===== src/rtl/rf_wb_scheduler.sv =====
// Writeback scheduler for the integer register file: round-robin arbitration of
// EXU/LSU writebacks onto a registered write port, plus a busy-register scoreboard.
module rf_wb_scheduler #(
   parameter int ADDR_WIDTH = 5,
   parameter int DATA_WIDTH = 32
) (
   input  logic                  clk,
   input  logic                  rst_n,
   input  logic                  iss_valid,
   input  logic                  iss_wen,
   input  logic [ADDR_WIDTH-1:0] iss_rd,
   input  logic [ADDR_WIDTH-1:0] iss_rs1,
   input  logic [ADDR_WIDTH-1:0] iss_rs2,
   output logic                  iss_hazard,
   input  logic                  wb0_valid,
   input  logic [ADDR_WIDTH-1:0] wb0_rd,
   input  logic [DATA_WIDTH-1:0] wb0_data,
   output logic                  wb0_ready,
   input  logic                  wb1_valid,
   input  logic [ADDR_WIDTH-1:0] wb1_rd,
   input  logic [DATA_WIDTH-1:0] wb1_data,
   output logic                  wb1_ready,
   output logic                  rf_wen,
   output logic [ADDR_WIDTH-1:0] rf_waddr,
   output logic [DATA_WIDTH-1:0] rf_wdata,
   output logic [ADDR_WIDTH:0]   pending_cnt,
   output logic                  wb_err
);

   localparam int NumRegs = 2 ** ADDR_WIDTH;
   localparam logic [ADDR_WIDTH:0] CntOne = 1;

   logic [NumRegs-1:0]    busy;
   logic [NumRegs-1:0]    busyNext;
   logic                  lastGrant;
   logic                  grant0;
   logic                  grant1;
   logic                  accValid;
   logic [ADDR_WIDTH-1:0] accRd;
   logic [DATA_WIDTH-1:0] accData;
   logic                  setEn;
   logic                  clrEn;

   // Grants are suppressed while in reset so requesters held valid see no ready.
   always_comb begin
      grant0 = 1'b0;
      grant1 = 1'b0;
      if (rst_n) begin
         if (wb0_valid && (!wb1_valid || lastGrant)) grant0 = 1'b1;
         else if (wb1_valid)                          grant1 = 1'b1;
      end
   end

   assign wb0_ready = grant0;
   assign wb1_ready = grant1;

   always_comb begin
      accValid = grant0 | grant1;
      accRd    = grant0 ? wb0_rd   : wb1_rd;
      accData  = grant0 ? wb0_data : wb1_data;
   end

   always_comb begin
      iss_hazard = iss_valid & (busy[iss_rs1] | busy[iss_rs2] | (iss_wen & busy[iss_rd]));
      setEn      = iss_valid & ~iss_hazard & iss_wen & (iss_rd != '0);
      // Only a bit that is actually busy counts as a clear, so stray writebacks
      // to idle registers cannot underflow the pending count.
      clrEn      = rf_wen & busy[rf_waddr];
   end

   always_comb begin
      busyNext = busy;
      if (clrEn) busyNext[rf_waddr] = 1'b0;
      if (setEn) busyNext[iss_rd]   = 1'b1;
      busyNext[0] = 1'b0;
   end

   always_ff @(posedge clk or negedge rst_n) begin
      if (!rst_n) begin
         busy        <= '0;
         pending_cnt <= '0;
         rf_wen      <= 1'b0;
         rf_waddr    <= '0;
         rf_wdata    <= '0;
         wb_err      <= 1'b0;
         lastGrant   <= 1'b1;
      end else begin
         busy <= busyNext;
         case ({setEn, clrEn})
            2'b10:   pending_cnt <= pending_cnt + CntOne;
            2'b01:   pending_cnt <= pending_cnt - CntOne;
            default: pending_cnt <= pending_cnt;
         endcase
         rf_wen <= accValid && (accRd != '0);
         if (accValid) begin
            rf_waddr <= accRd;
            rf_wdata <= accData;
         end
         if (accValid && (accRd != '0) && !busy[accRd]) wb_err <= 1'b1;
         if (grant0)      lastGrant <= 1'b0;
         else if (grant1) lastGrant <= 1'b1;
      end
   end

endmodule


===== config.mk =====
export PLATFORM = sky130hd
export DESIGN_NAME = rf_wb_scheduler
export DESIGN_NICKNAME = d
export VERILOG_FILES = /design/src/rtl/rf_wb_scheduler.sv
export SDC_FILE = /design/constraint.sdc
export NUM_CORES = 1
export LEC_CHECK = 0
export ABC_AREA = 1
export CAP_MARGIN = 20
export CORE_ASPECT_RATIO = 1.1
export CORE_UTILIZATION = 46
export DETAILED_ROUTE_END_ITERATION = 6
export GPL_TIMING_DRIVEN = 0
export PLACE_DENSITY = 0.79
export SLEW_MARGIN = 10
export SYNTH_ARGS = -nofsm -noshare
export SYNTH_HDL_FRONTEND = slang
export SYNTH_SLANG_ARGS = --single-unit

===== constraint.sdc =====
create_clock -name clk -period 2.7 [get_ports clk]
set_input_delay 0.405 -clock clk [delete_from_list [all_inputs] [get_ports clk]]
set_output_delay 0.405 -clock clk [all_outputs]
set_load 0.02 [all_outputs]

# After elaboration in Yosys (flattened, before gate mapping)
# Cells that the tools add are included.
# Widths: inputs -> output; s select.
dict set report totals {
  output_inout_bits 48
  in_bits 95
  regBits 77
}
dict set report classes {
  bitwise_logic 13
  reduce_logical 12
  magnitude_cmp 7
  mux 26
  add_sub_neg 2
  n_eq_ne 2
}
# cell count
set op_table {}
lappend op_table {{$mux 32} 3}
lappend op_table {{$and 32x32->32} 1}
lappend op_table {{$not 32->32} 1}
lappend op_table {{$or 32x32->32} 1}
lappend op_table {{$lt 5x6->1 const B} 5}
lappend op_table {{$bmux 1 s5} 5}
lappend op_table {{$mux 1} 14}
lappend op_table {{$pmux 6 s2} 1}
lappend op_table {{$demux 1 s5} 2}
lappend op_table {{$ge 5x1->1 const B} 2}
lappend op_table {{$reduce_bool 5->1} 2}
lappend op_table {{$add 6x1->6 const B} 1}
lappend op_table {{$and 1x1->1} 6}
lappend op_table {{$sub 6x1->6 const B} 1}
lappend op_table {{$logic_and 1x1->1} 5}
lappend op_table {{$mux 5} 1}
lappend op_table {{$reduce_bool 2->1} 2}
lappend op_table {{$or 1x1->1} 3}
lappend op_table {{$eq 2x1->1 const B} 1}
lappend op_table {{$eq 2x2->1 const B} 1}
lappend op_table {{$logic_not 1->1} 2}
lappend op_table {{$logic_or 1x1->1} 1}
lappend op_table {{$not 1->1} 1}

# Longest topological paths before layout
dict set report logic_depth {
  ltp_word 11
  ltp_mapped 24
  mapped_depth_nobuf 22
}

# Worst setup path after synthesis
# Ideal clock, no wire load.
dict set report synth_path {
  path_kind {register -> register}
  startpoint {reg rf_waddr[1]}
  endpoint {reg pending_cnt[5]}
  setup_time_ps 65
  t_arrival_ps 3034
  stages_incl_launch_ff 22
  period_less_slack_ps 3100
  path_slack_ps -400
  required_time_ps 2635
  path_cell_list {dfrtp_1 > inv_2 > nand2_2 > buf_4 > o22ai_1 > o21ai_1 > nand2_1 > nor2_1 > nand4_2 > buf_2 > and2_1 > ha_1 > ha_1 > nand2_1 > nand2_1 > a31oi_1 > nor2_1 > o21a_1 > nor2_1 > xor2_1 > nand2_1 > nand2_1}
}
dict set report synth_between {
  elab_chain_len 5
  elab_cells_between_ends 7
  classes_between {eq/ne (2); mux (3); bitwise (1); reduce/logical (1)}
}
# element line
set synth_lines {}
lappend synth_lines {{start: declaration} 24} ;# output logic [ADDR_WIDTH-1:0] rf_waddr,
lappend synth_lines {{start signal: assignment} 96} ;# rf_waddr <= accRd;
lappend synth_lines {{$bmux 1 s5 (*)} 68} ;# clrEn = rf_wen & busy[rf_waddr];
lappend synth_lines {{$mux 1 (not written as such) (*)} 68}
lappend synth_lines {{$and 1x1->1 (*)} 68}
lappend synth_lines {{$eq 2x1->1 or $eq 2x2->1 (tied branches)} 89} ;# case ({setEn, clrEn})
lappend synth_lines {{$pmux 6 s2 or $reduce_bool 2->1 (tied branches)} -}
lappend synth_lines {{end signal: assignment} 90} ;# 2'b10: pending_cnt <= pending_cnt + CntOne;
lappend synth_lines {{end signal: assignment} 91} ;# 2'b01: pending_cnt <= pending_cnt - CntOne;
lappend synth_lines {{end signal: assignment} 92} ;# default: pending_cnt <= pending_cnt;
lappend synth_lines {{end: declaration} 26} ;# output logic [ADDR_WIDTH:0] pending_cnt,
# Mark *: on every way between the ends. The rest lies on a longest branch, timed or not. The select of a mux whose other input is x is not followed.
# A chain may end at the register's enable or synchronous reset.

# Worst setup path after layout
dict set report layout_path {
  startpoint {reg rf_waddr[0]}
  endpoint {reg pending_cnt[5]}
}
# Same word-level chain as after synthesis.

==> summary.txt <==
Status
  • Status: complete, but fails checks
  • Violated checks: setup timing

Setup path
  • Worst-path cell chain: nor2_2 > inv_2 > buf_6 > o22ai_4 > o21ai_1 > nand2_1 > nor2_2 > nand4_4 > and2_4 > ha_4 > ha_4 > nand2_2 > nand2_2 > a31oi_4 > nor2_2 > o21a_1 > nor2_1 > xor2_1 > nand2_1 > nand2_1
  • Req. time, crit path: between 2 and 3 ns
  • CP max-delay cell: dfrtp_2
  • CP max FO: 7
  • CP Class: reg -> reg
  • Critical path endpoint: pending_cnt[5]$_DFFE_PN0P_
  • FF-to-FF End: pending_cnt[5]$_DFFE_PN0P_
  • Arr. time, crit path: roughly 3.2 ns
  • Worst Reg2Reg Path Length in Cells: 20
  • Worst R2R Start: rf_waddr[0]$_DFFE_PN0P_
  • Slowest cell delay on critical path: between 0.4 and 0.5 ns
  • Worst Setup Start Kind: flip-flop
  • Worst reg2reg setup slack: -0.20 ns
  • CP Capture Type: flip-flop
  • Crit. Startpoint: rf_waddr[0]$_DFFE_PN0P_

Cells and area
  • Layout cell share with drive strength beyond 1: 0.1490
  • Post-route cell area: 7953 sq um
  • Multi-input logic area: roughly 3200 sq um
  • Area Overhead vs Synth: 40.12%
  • Final std cells w/o fill: about 1,200
  • Register Area: 1939 sq um
  • Filler cells: roughly 1,100
  • Nets: 1,143
  • Antenna diodes: 0

Logic synthesis
  • Average cell area after synthesis: about 6.5 sq um
  • Ys Warns: 0
  • Post-Synth Adder-Cell Area: 0.01455
  • Seq/Total Area, Yosys: 0.3397
  • Top-area cell type share of the netlist area: 0.3351
  • Mapped Nets: 969
  • Synth area leader: dfrtp_1
  • Primary FF master, synth: dfrtp_1
  • Synth Area in XOR/XNOR: 0.004630
  • Top post-synthesis cells by area: dfrtp_1, nand2_1, nand3_1, o21ai_0, inv_1
  • Post-synthesis compound-gate area fraction: 0.1669
  • Post-synthesis simple-gate area fraction: 0.3554
  • Mapped Cells: a little under 900
  • Most frequent cell after synthesis: nand2_1
  • Mux cell area share after synthesis: 0
  • Post-synth cell types: 39
  • Commonest cells post-synth: nand2_1, inv_1, nand3_1
  • Largest family of logic cells by synthesized area: simple AND/OR/NAND/NOR gates
  • Share of flip-flops with an asynchronous set or reset: 1.000
  • Post-synth EDFFs: 0
  • Yosys reg bits: 77
  • Post-Synthesis Cell Area: 5675 sq um

Clock network
  • Clk root buf: clkbuf_16
  • Clock Path Buffers: 2
  • H-tree Lvls: 3
  • Clock-pin slew on the worst setup and hold paths: ~0.060 ns
  • CTS tree: built
  • TritonCTS buffer count: 9
  • Clk_lat worst skew: about 0.34 ns
  • Sink Count: a little under 80

Pwr
  • VDD IR-drop max: between 0.6 and 0.7 mV
  • Pleak: roughly 3.6 nW
  • Power per cell area: around 750 nW/um^2

STA
  • Final period util: 1.076
  • Setup WS post-layout: -0.2042 ns
  • Min Hold Slack: between 0.08 and 0.09 ns
  • Max Clock Skew: slightly below 0.004 ns
  • Fin. max-slew vios: 0
  • Rel. slew slack: 0.4359
  • RSZ-0062 raised after global routing: yes
  • Crit path time final: between 2 and 3 ns
  • Endpoints failing hold: 0
  • Worst Max-Slew Pin Slew: between 0.8 and 0.9 ns
  • Max Fclk: about 340 MHz
  • Setup violations, final: 3

Global routing
  • Initial antenna violation count: 0
  • Vias in the first global route: 6,087
  • GR Util All Layers: 0.3224
  • Global-route wire length before repair: 31,440 microns
  • Remaining Overflow, GRT: 0
  • Largest net degree at the start of global routing: 34

Place
  • Cells after DPL: approximately 1,200
  • GP Congestion: 1.002
  • Post-DP Area: about 7400 sq um
  • Buffers on Ports: 140
  • Hpwl dp: ~15,000 microns

Floorplan
  • Die Ht: between 100 and 150 microns
  • Top-Level Pins: ~140
  • Initial Util: 0.4716
  • Site Rows: 42
  • Core footprint: about 12,000 sq um
  • Die width: between 100 and 150 microns
  • Die area: 12,790 sq um

Route
  • DR iter-0 viols: 611
  • Pre-antenna DRT Iters: 5
  • Antenna viol nets, final: 0
  • # DRC: 0
  • Post-Route WL: about 20,000 microns
  • Wire per inst: about 17 microns
  • Via count: slightly below 7,000
  • Vias per cell: ~5.6

Min path
  • Hold Crit Class: in -> async

Job
  • Max Cap Viol: 0
## sequential cells by signal, indices dropped and copies added, names as in the netlist
register / cells
pending_cnt: 6
rf_waddr: 5
rf_wen: 1
lastGrant: 1
rf_wdata: 32
wb_err: 1
busy: 31
## worst max-delay path, delay by kind of cell, from the launching register on
family	cells	cell delay (ns)
adder cells (fa/ha/maj)	2	0.44
XOR/XNOR	1	0.15
AO/OA/AOI/OAI	4	0.55
buffers and inverters	2	0.20
AND/OR/NAND/NOR	11	1.03
flip-flops	1	0.47
## layout by cell type, fill, tap and decap left out, types with 13 or more instances in the layout
cell type / count
a21oi_1: 32
buf_4: 29
clkbuf_1: 13
clkdlybuf4s50_1: 130
dfrtp_1: 67
inv_1: 89
inv_2: 25
nand2_1: 195
nand3_1: 108
nand3_2: 17
nor2_1: 90
o21ai_0: 81
o22ai_1: 27
## routing by layer
layer	share of wire	track usage	vias to the layer above	wire, microns
met3	0.099	0.04192	82	1999
met4	0.053	0.1789	0	1064
met5	0	0	-	0
li1	-	-	3199	-
met2	0.45	0.4932	405	9191
met1	0.40	0.4378	3042	8002
## power breakdown
part	switching, mW	leakage (nW)	internal, mW
registers	0.463	0.833	1.50
clock network	0.474	0.132	0.672
logic	1.66	2.65	1.19
total	2.59	3.61	3.37
## worst min path at each step
stage                                         end  cells after the start  slack [ns]          startpoint
after floorplan                busy[10]$_DFF_PN0_                      0        0.11               rst_n
after global placement         wb_err$_DFFE_PN0P_                      2        0.45  wb_err$_DFFE_PN0P_
after detailed placement       busy[21]$_DFF_PN0_                      1        0.30               rst_n
after CTS                 rf_waddr[0]$_DFFE_PN0P_                      2        0.07               rst_n
after global routing      rf_waddr[1]$_DFFE_PN0P_                      2        0.07               rst_n
final                     rf_waddr[1]$_DFFE_PN0P_                      2        0.08               rst_n
## through the flow
stage / total power [mW] / utilization / setup WS (ns) / TNS [ns]
final: 5.959 / 0.6608 / -0.2042 / -0.3733
after global routing: 6.253 / 0.6608 / -0.3523 / -0.8170
after CTS: 5.723 / 0.6526 / -0.2398 / -0.5310
after detailed placement: 4.412 / 0.6120 / -1.046 / -4.956
after global placement: 4.380 / 0.6099 / -3.466 / -248.82
after floorplan: 3.322 / - / -0.09878 / -0.09878
## kinds of logic after synthesis
kind of cell	after synthesis
XOR/XNOR	3
AND/OR/NAND/NOR	453
AO/OA/AOI/OAI	173
flip-flops	77
adder cells (fa/ha/maj)	6
buffers and inverters	156
## layout make-up
class | instances | area share
plain buffers | 38 | 0.03304
clock buffers | 13 | 0.03273
clock inverters | 3 | 0.002517
inverters | 115 | 0.05428
multi-input cells | 635 | 0.4058
flip-flops and latches | 77 | 0.2439
well taps | 154 | 0.02423
repair buffers | 166 | 0.2036
## timing repair
item | 4_1_cts | 5_1_grt
endpoints found under the hold margin | 16 | 0
setup endpoints to repair | 9 | 5
setup buffers | 15 | 7
pin swaps | 6 | 17
gates resized for setup | 44 | 37
hold buffers | 1 | 0
gates cloned | 1 | 1
No activity file was read; power rests on OpenSTA's default activity.
